File: src/rtl/simon_data_in_pkg.sv
// Shared SIMON definitions: word width, info codes, FSM states
// and packet sizing helpers for the inbound packet path.
package simon_data_in_pkg;

    localparam int SIMON_N = 16;

    localparam logic [7:0] INFO_ENC = 8'h01;
    localparam logic [7:0] INFO_DEC = 8'h02;
    localparam logic [7:0] INFO_KEY = 8'h03;

    typedef enum logic [1:0] {
        IDLE,
        ACK,
        PRESENT,
        REL
    } state_t;

    function automatic int pkt_bytes(input int n);
        return 2 + n / 2;
    endfunction

    localparam int PKT_BYTES = pkt_bytes(SIMON_N);

    function automatic logic info_valid(input logic [7:0] code);
        return (code == INFO_ENC) || (code == INFO_DEC) ||
               (code == INFO_KEY);
    endfunction

endpackage

File: src/rtl/simon_data_in_if.sv
// Host-link and core-side handshake bundle of the packet unpacker.
// master = host/core environment, slave = simon_data_in.
interface simon_data_in_if
    import simon_data_in_pkg::*;
#(
    parameter int N = SIMON_N
);
    localparam int PB = pkt_bytes(N);

    logic [PB-1:0][7:0] in;
    logic               in_donePKT;
    logic               in_readPKT;
    logic [7:0]         infoIN;
    logic [7:0]         countIN;
    logic [1:0][N-1:0]  inDATA;
    logic [1:0][N-1:0]  inKEY;
    logic               doneDATA;
    logic               readDATA;
    logic               seq_err;
    logic               info_err;

    modport master (
        output in, in_donePKT, readDATA,
        input  in_readPKT, infoIN, countIN, inDATA, inKEY,
        input  doneDATA, seq_err, info_err
    );

    modport slave (
        input  in, in_donePKT, readDATA,
        output in_readPKT, infoIN, countIN, inDATA, inKEY,
        output doneDATA, seq_err, info_err
    );

endinterface

File: src/rtl/simon_pkt_unpack.sv
// Combinational split of the N/2 payload bytes into two block words
// and two key words; lowest-index byte is the least-significant byte.
module simon_pkt_unpack #(
    parameter int N = 16
) (
    input  logic [N/2-1:0][7:0] i_payload,
    output logic [1:0][N-1:0]   o_data,
    output logic [1:0][N-1:0]   o_key
);

    logic [4*N-1:0] w_flat;

    assign w_flat    = i_payload;
    assign o_data[0] = w_flat[0*N +: N];
    assign o_data[1] = w_flat[1*N +: N];
    assign o_key[0]  = w_flat[2*N +: N];
    assign o_key[1]  = w_flat[3*N +: N];

endmodule

File: src/rtl/simon_data_in.sv
// Inbound SIMON packet unpacker: 4-phase capture from the host,
// header checks, 4-phase presentation of block/key words to the core.
module simon_data_in
    import simon_data_in_pkg::*;
#(
    parameter int N = SIMON_N
) (
    input logic          clk,
    input logic          nR,
    simon_data_in_if.slave bus
);

    localparam int PB = pkt_bytes(N);

    if ((N % 8) != 0) begin : g_bad_n
        $error("simon_data_in: N must be a multiple of 8");
    end

    state_t             r_state;
    state_t             w_next;
    logic               r_ack;
    logic               r_done;
    logic               r_info_ok;
    logic [7:0]         r_info;
    logic [7:0]         r_count;
    logic [7:0]         r_exp;
    logic [1:0][N-1:0]  r_data;
    logic [1:0][N-1:0]  r_key;
    logic               r_seq_err;
    logic               r_info_err;

    logic [PB-3:0][7:0] w_payload;
    logic [1:0][N-1:0]  w_data;
    logic [1:0][N-1:0]  w_key;
    logic               w_capture;

    assign w_payload = bus.in[PB-1:2];
    assign w_capture = (r_state == IDLE) && bus.in_donePKT;

    simon_pkt_unpack #(.N(N)) u_unpack (
        .i_payload (w_payload),
        .o_data    (w_data),
        .o_key     (w_key)
    );

    // Next-state logic for the two back-to-back 4-phase handshakes.
    always_comb begin
        w_next = r_state;
        unique case (r_state)
            IDLE:    if (bus.in_donePKT) w_next = ACK;
            ACK:     if (!bus.in_donePKT)
                         w_next = r_info_ok ? PRESENT : IDLE;
            PRESENT: if (bus.readDATA) w_next = REL;
            REL:     if (!bus.readDATA) w_next = IDLE;
            default: w_next = IDLE;
        endcase
    end

    // State register plus registered handshake outputs.
    always_ff @(posedge clk or negedge nR) begin
        if (!nR) begin
            r_state <= IDLE;
            r_ack   <= 1'b0;
            r_done  <= 1'b0;
        end else begin
            r_state <= w_next;
            r_ack   <= (w_next == ACK);
            r_done  <= (w_next == PRESENT);
        end
    end

    // Packet capture, count resync and sticky header error flags.
    always_ff @(posedge clk or negedge nR) begin
        if (!nR) begin
            r_info     <= '0;
            r_count    <= '0;
            r_exp      <= '0;
            r_data     <= '0;
            r_key      <= '0;
            r_info_ok  <= 1'b0;
            r_seq_err  <= 1'b0;
            r_info_err <= 1'b0;
        end else if (w_capture) begin
            r_info    <= bus.in[0];
            r_count   <= bus.in[1];
            r_exp     <= bus.in[1] + 8'd1;
            r_data    <= w_data;
            r_key     <= w_key;
            r_info_ok <= info_valid(bus.in[0]);
            if (bus.in[1] != r_exp)
                r_seq_err <= 1'b1;
            if (!info_valid(bus.in[0]))
                r_info_err <= 1'b1;
        end
    end

    assign bus.in_readPKT = r_ack;
    assign bus.doneDATA   = r_done;
    assign bus.infoIN     = r_info;
    assign bus.countIN    = r_count;
    assign bus.inDATA     = r_data;
    assign bus.inKEY      = r_key;
    assign bus.seq_err    = r_seq_err;
    assign bus.info_err   = r_info_err;

endmodule

File: src/flat_wrapper.sv
// flat-port wrapper written by rule: the top's interface ports become plain ports
module simon_data_in_flat import simon_data_in_pkg::*;
#(
    parameter int N = SIMON_N
)
  (clk, nR, bus_in, bus_in_donePKT, bus_readDATA, bus_in_readPKT, bus_infoIN, bus_countIN, bus_inDATA, bus_inKEY, bus_doneDATA, bus_seq_err, bus_info_err);
  simon_data_in_if #(.N(N)) bus_i ();
  input logic clk;
  input logic nR;
  input wire logic [$bits(bus_i.in)-1:0] bus_in;
  input wire logic [$bits(bus_i.in_donePKT)-1:0] bus_in_donePKT;
  input wire logic [$bits(bus_i.readDATA)-1:0] bus_readDATA;
  output wire logic [$bits(bus_i.in_readPKT)-1:0] bus_in_readPKT;
  output wire logic [$bits(bus_i.infoIN)-1:0] bus_infoIN;
  output wire logic [$bits(bus_i.countIN)-1:0] bus_countIN;
  output wire logic [$bits(bus_i.inDATA)-1:0] bus_inDATA;
  output wire logic [$bits(bus_i.inKEY)-1:0] bus_inKEY;
  output wire logic [$bits(bus_i.doneDATA)-1:0] bus_doneDATA;
  output wire logic [$bits(bus_i.seq_err)-1:0] bus_seq_err;
  output wire logic [$bits(bus_i.info_err)-1:0] bus_info_err;
  assign bus_i.in = bus_in;
  assign bus_i.in_donePKT = bus_in_donePKT;
  assign bus_i.readDATA = bus_readDATA;
  assign bus_in_readPKT = bus_i.in_readPKT;
  assign bus_infoIN = bus_i.infoIN;
  assign bus_countIN = bus_i.countIN;
  assign bus_inDATA = bus_i.inDATA;
  assign bus_inKEY = bus_i.inKEY;
  assign bus_doneDATA = bus_i.doneDATA;
  assign bus_seq_err = bus_i.seq_err;
  assign bus_info_err = bus_i.info_err;
  simon_data_in #(.N(N)) u_core (.clk(clk), .nR(nR), .bus(bus_i));
endmodule
File: config.mk
export PLATFORM = sky130hd
export DESIGN_NAME = simon_data_in_flat
export DESIGN_NICKNAME = d
export VERILOG_FILES = /design/src/rtl/simon_data_in_pkg.sv /design/src/rtl/simon_data_in_if.sv /design/src/rtl/simon_pkt_unpack.sv /design/src/rtl/simon_data_in.sv /design/src/flat_wrapper.sv
export SDC_FILE = /design/constraint.sdc
export NUM_CORES = 1
export LEC_CHECK = 0
export ABC_AREA = 1
export CORE_AREA = 2 2 84 146
export DETAILED_ROUTE_END_ITERATION = 12
export DIE_AREA = 0 0 86 148
export PLACE_DENSITY = 0.74
export SLEW_MARGIN = 20
export SYNTH_ARGS = -nofsm -noshare
export SYNTH_HDL_FRONTEND = slang
export SYNTH_HIERARCHICAL = 1
export SYNTH_SLANG_ARGS = --single-unit
File: constraint.sdc
create_clock -name clk -period 1.4 [get_ports clk]
set_input_delay 0.28 -clock clk [delete_from_list [all_inputs] [get_ports clk]]
set_output_delay 0.28 -clock clk [all_outputs]
set_load 0.005 [all_outputs]
Word level (Yosys, flattened, before mapping)
Index checks and enable logic that the tools add are counted.
{ "op_classes": {"n_addsub": 1, "eq_ne": 9, "muxes": 6, "bitwise": 1, "n_reduce_logical": 6} }
{ "op_table": {"columns": ["cell", "count"], "rows": [
  ["$eq A8 B2 Y1 const B", 2],
  ["$mux W2", 5],
  ["$add A8 B1 Y8 const B", 1],
  ["$eq A8 B1 Y1 const B", 1],
  ["$ne A8 B8 Y1", 1],
  ["$pmux W2 S4", 1],
  ["$eq A2 B2 Y1 const B", 3],
  ["$eq A2 B1 Y1 const B", 2],
  ["$reduce_and A2 Y1", 2],
  ["$logic_not A2 Y1", 1],
  ["$logic_or A1 B1 Y1", 2],
  ["$logic_and A1 B1 Y1", 1],
  ["$not A1 Y1", 1]
]} }
{ "totals": {"ff_bits": 95, "input_bits": 84, "out_inout_bits": 84, "wordCells": 36} }

Depth between registers and ports, before layout
{ "logic_depth": {"depth_word": 5, "mapped_depth": 8, "mapped_depth_nobuf": 8} }

Hierarchy
Netlist, hierarchy kept.
{ "modules_own_cells": {"columns": ["mod", "n_inst", "cells_each", "area_each_um2", "seq_area_each_um2"], "rows": [
  ["simon_data_in", 1, 436, 3816.2, 2377.3],
  ["simon_pkt_unpack", 1, 64, 480.5, 0.0]
]} }

Least setup slack after synthesis
No wires, ideal clock.
{ "synth_path": {"path_type": "register to register", "start": "register u_core.r_state[1]", "end": "register u_core.r_data (netlist bit u_core/bus.inDATA[0])", "setup_ps": 116, "t_arrival_ps": 1023, "required_time_ps": 1284, "setup_slack_ps": 261, "path_stages_with_launch": 7, "n_path_buf": 2, "period_less_slack_ps": 1139, "cell_sequence": "dfrtp_1 nor2_4 nand2_4 buf_4 buf_2 nand2_1 nand2_1"} }
{ "synth_via": {"elab_chain_len": 2} }
{ "synth_lines": {"columns": ["element", "line_no", "rtl"], "rows": [
  ["from (decl)", "simon_data_in.sv:19", "state_t r_state;"],
  ["from (signal assigned)", "simon_data_in.sv:66", "r_state <= w_next;"],
  ["$logic_not A2 Y1", "simon_data_in.sv:38", "assign w_capture = (r_state == IDLE) && bus.in_donePKT;"],
  ["$logic_and A1 B1 Y1", "simon_data_in.sv:38", null],
  ["to (signal assigned)", "simon_data_in.sv:87", "r_data <= w_data;"],
  ["to (decl)", "simon_data_in.sv:27", "logic [1:0][N-1:0] r_data;"]
]} }
No other way between the ends.
A chain may end at the register's enable or synchronous reset.

Worst setup path in the final report
{ "layout_path": {"start": "register u_core.r_data (netlist bit u_core/bus.inDATA[2])", "end": "output port bus_inDATA[2]"} }
{ "layout_rtl": {"columns": ["element", "line_no", "rtl"], "rows": [
  ["to (decl)", "flat_wrapper.sv:16", "output wire logic [$bits(bus_i.inDATA)-1:0] bus_inDATA;"]
]} }
No word-level cell between the ends.

==> PnR_summary.wiki <==
{| class="wikitable"
! Metric !! Value
|-
| Static leakage || 3.12 nW
|-
| Final worst path period need || approximately 1300 ps
|-
| Post-Synthesis Mean Instance Area || 8.59 sq um
|-
| Die width || 86 microns
|-
| Global-route wire length before repair || 16000 microns
|-
| Run status || finished with violations
|-
| Starting density of the core || 0.373
|-
| Avg Vias per Cell || 4.47
|-
| Layout Cell Area excl Fill || between 0.005 and 0.006 sq mm
|-
| Maximum clock insertion buffer count || 2
|-
| Top Ports || 168
|-
| Tightest Pin Transition || 486 ps
|-
| CTS H-tree lvls || 3
|-
| Final hold violations || 22
|-
| Maximum cell stage delay along the critical path || 400 ps
|-
| Number of instances in the synthesized netlist || 500
|-
| Clock tree from TritonCTS || yes
|-
| Flops & latches, synth || 95
|-
| Total count of max-transition violations in the final report || 0
|-
| Vias post-DR || 3364
|-
| Crit path max-delay cell type || sky130_fd_sc_hd__dfrtp_1
|-
| Worst-path maximum fanout || 2
|-
| Insertion delay of the later-clocked pin in the worst-skew pair || 340 ps
|-
| Kind of end point of the critical path || output port
|-
| Synthesized cell area || 0.00430 sq mm
|-
| Min-Delay Path Class || input pin to asynchronous set/reset pin
|-
| Clock edge transition at the registers on the reported setup and hold paths || 70 ps
|-
| CP Cell Sequence || dlygate4sd2_1
|-
| Post-synthesis cell type count || 23
|-
| Gp weighted congestion || between 0.7 and 0.8
|-
| Share of post-route cells with drive strength above 1 || 0.0616
|-
| Worst vdd ir || 0.714 mV
|-
| GRT Overall Usage || 0.157
|-
| Antenna-violating nets left || 0
|-
| Number of antenna violations at the first check in global routing || 0
|-
| Number of design-rule violations left by the first detailed-router iteration || 126
|-
| Buf/Inv on CP || 1
|-
| Startpoint-to-endpoint class of the critical path || register to output port
|-
| Placeable Area || 0.0115 sq mm
|-
| Final Util || 0.512
|-
| Pin count of the biggest net entering global routing || 96
|-
| Final routed DRC violation total || 0
|-
| Pwr per Cell Area || 1880 mW/mm^2
|-
| Cell Rows || 52
|-
| Full die area || 0.0127 sq mm
|-
| Startpoint kind of the worst setup timing path || register
|-
| Number of buffers created by CTS || 9
|-
| Maximum achievable frequency || 772 MHz
|-
| Synthesized netlist net count || 585
|-
| Chip height || between 100 and 150 microns
|-
| Final setup violating endpoints || 0
|-
| Violated checks || hold timing
|-
| Data arrival time at the worst-slack endpoint || just over 1000 ps
|-
| Final Skew || 6.45 ps
|-
| Post-DR wirelength/cell || 12.8 microns
|-
| Synth-to-Final Area Change || 37.1%
|-
| Via count of the first global-routing pass || 3483
|-
| GRT Residual Overflow || 0
|-
| Yosys warnings || 6
|-
| CP top delay family || flip-flops
|-
| Number of antenna diodes || 0
|-
| # port buffers || 167
|-
| Max-capacitance violation count || 0
|-
| Worst hold slack after final layout || -6.20 ps
|-
| Share of the clock period used by the worst path || 0.926
|-
| Number of detailed-route iterations in the first pass || 4
|-
| Standard cell area after detailed placement || 0.00570 sq mm
|-
| Final Net Count || 697
|-
| Required time of the worst setup path || approximately 1100 ps
|-
| Total power after layout || 0.0110 W
|-
| Placed wire-length estimate || 7000 microns
|-
| Rel. slew slack || 0.676
|-
| Clk sink count || 95
|-
| Clock Root Buffer || sky130_fd_sc_hd__clkbuf_16
|-
| Final WL || 9600 microns
|-
| Unrepaired setup endpoints after global routing || false
|-
| Sequential element share of the synthesized area || 0.553
|}
==> power breakdown <==
group	internal [W]	total (W)	switching, W
combinational	0.00213	0.00409	0.00196
sequential	0.00401	0.00469	0.000681
clock	0.00122	0.00227	0.00104
total	0.00737	0.0110	0.00368
==> flip-flops by register name, summed over array words and instances (netlist names), 2 cells and up <==
| name | count |
|---|---|
| u_core/bus.countIN | 8 |
| u_core/bus.infoIN | 8 |
| u_core/r_state | 2 |
| u_core/bus.inKEY | 32 |
| u_core/bus.inDATA | 32 |
| u_core/r_exp | 8 |
==> repair_timing <==
item,4_1_cts,5_1_grt
endpoints found under the hold margin,0,0
cloned,0,0
hold buffers,0,0
setup buffers,3,0
resized for setup,84,1
setup endpoints to repair,84,1
==> cell usage after synthesis <==
cell	n	area share
sky130_fd_sc_hd__a21oi_1	1	0.0012
sky130_fd_sc_hd__buf_2	9	0.010
sky130_fd_sc_hd__buf_4	72	0.13
sky130_fd_sc_hd__buf_6	1	0.0026
sky130_fd_sc_hd__clkbuf_1	2	0.0017
sky130_fd_sc_hd__clkbuf_2	1	0.0012
sky130_fd_sc_hd__dfrtp_1	95	0.55
sky130_fd_sc_hd__ha_1	1	0.0029
sky130_fd_sc_hd__inv_1	15	0.013
sky130_fd_sc_hd__inv_2	1	0.00087
sky130_fd_sc_hd__nand2_1	252	0.22
sky130_fd_sc_hd__nand2_4	1	0.0026
sky130_fd_sc_hd__nand3_1	8	0.0093
sky130_fd_sc_hd__nand4_1	3	0.0044
sky130_fd_sc_hd__nor2_1	13	0.011
sky130_fd_sc_hd__nor2_4	1	0.0026
sky130_fd_sc_hd__o211ai_1	2	0.0035
sky130_fd_sc_hd__o21a_1	1	0.0017
sky130_fd_sc_hd__o21ai_0	12	0.014
sky130_fd_sc_hd__o21ai_1	1	0.0012
sky130_fd_sc_hd__o21bai_1	1	0.0017
sky130_fd_sc_hd__xnor2_1	6	0.012
sky130_fd_sc_hd__xor2_1	1	0.0020
==> cell type report <==
class                           instances  area [sq um]
Fill cell                            1104          5630
Sequential cell                        95          2380
Timing Repair Buffer                  186          1760
Multi-Input combinational cell        304          1250
Clock buffer                           11           233
Tap cell                              135           169
Inverter                               16          60.1
Clock inverter                          5          42.5
==> layer usage <==
metal,up-vias,part of all wire,track usage
li1,1671,-,-
met1,1552,0.38,0.172
met2,126,0.54,0.284
met3,15,0.062,0.0363
met4,0,0.024,0.0667
met5,-,0,0
==> path summary, 6_finish.rpt <==
path / from / end / slack [ps] / cells past startpoint
setup / recovery: u_core/bus.inDATA[2] / bus_inDATA[2] / 100 / 1
hold / removal: nR / u_core/bus.inDATA[31] / -6 / 2
setup reg to reg: u_core/r_state[1] / u_core/bus.inDATA[25] / 110 / 6
hold reg to reg: u_core/bus.seq_err / u_core/bus.seq_err / 460 / 2
max in group asynchronous: nR / u_core/bus.inKEY[3] / 1050 / 2
min in group clk: u_core/bus.seq_err / u_core/bus.seq_err / 460 / 2
==> placed cells by master, fill, tap and decap left out, types with 2 or more instances in the layout <==
cell / synthesis / routed
sky130_fd_sc_hd__clkbuf_16: 0 / 9
sky130_fd_sc_hd__clkbuf_1: 2 / 2
sky130_fd_sc_hd__nand4_1: 3 / 3
sky130_fd_sc_hd__clkdlybuf4s50_1: 0 / 82
sky130_fd_sc_hd__nor2_1: 13 / 12
sky130_fd_sc_hd__dfrtp_1: 95 / 95
sky130_fd_sc_hd__dlygate4sd2_1: 0 / 84
sky130_fd_sc_hd__xnor2_1: 6 / 6
sky130_fd_sc_hd__inv_6: 0 / 2
sky130_fd_sc_hd__buf_4: 72 / 16
sky130_fd_sc_hd__o21ai_0: 12 / 12
sky130_fd_sc_hd__buf_12: 0 / 4
sky130_fd_sc_hd__inv_1: 15 / 15
sky130_fd_sc_hd__o211ai_1: 2 / 2
sky130_fd_sc_hd__nand2_1: 252 / 252
sky130_fd_sc_hd__clkinv_4: 0 / 2
sky130_fd_sc_hd__nand3_1: 8 / 8
==> metrics by stage <==
stage	instances	TNS, ps	hold slack [ps]	setup slack (ps)
after floorplan	500	0	-15.6	261
after CTS	752	0	5.28	70.3
after global routing	752	0	30.8	4.14
after detailed placement	733	-17180	373	-287
after global placement	733	-14010	365	-219
final	752	0	-6.20	104
==> logic make-up after synthesis <==
family,count (synthesis),share of synthesized area
flip-flops,95,0.553
adder cells (fa/ha/maj),1,0.00291
XOR/XNOR,7,0.0143
AND/OR/NAND/NOR,278,0.250
AO/OA/AOI/OAI,18,0.0233
buffers and inverters,101,0.156
Power figures use the tool's default switching activity.
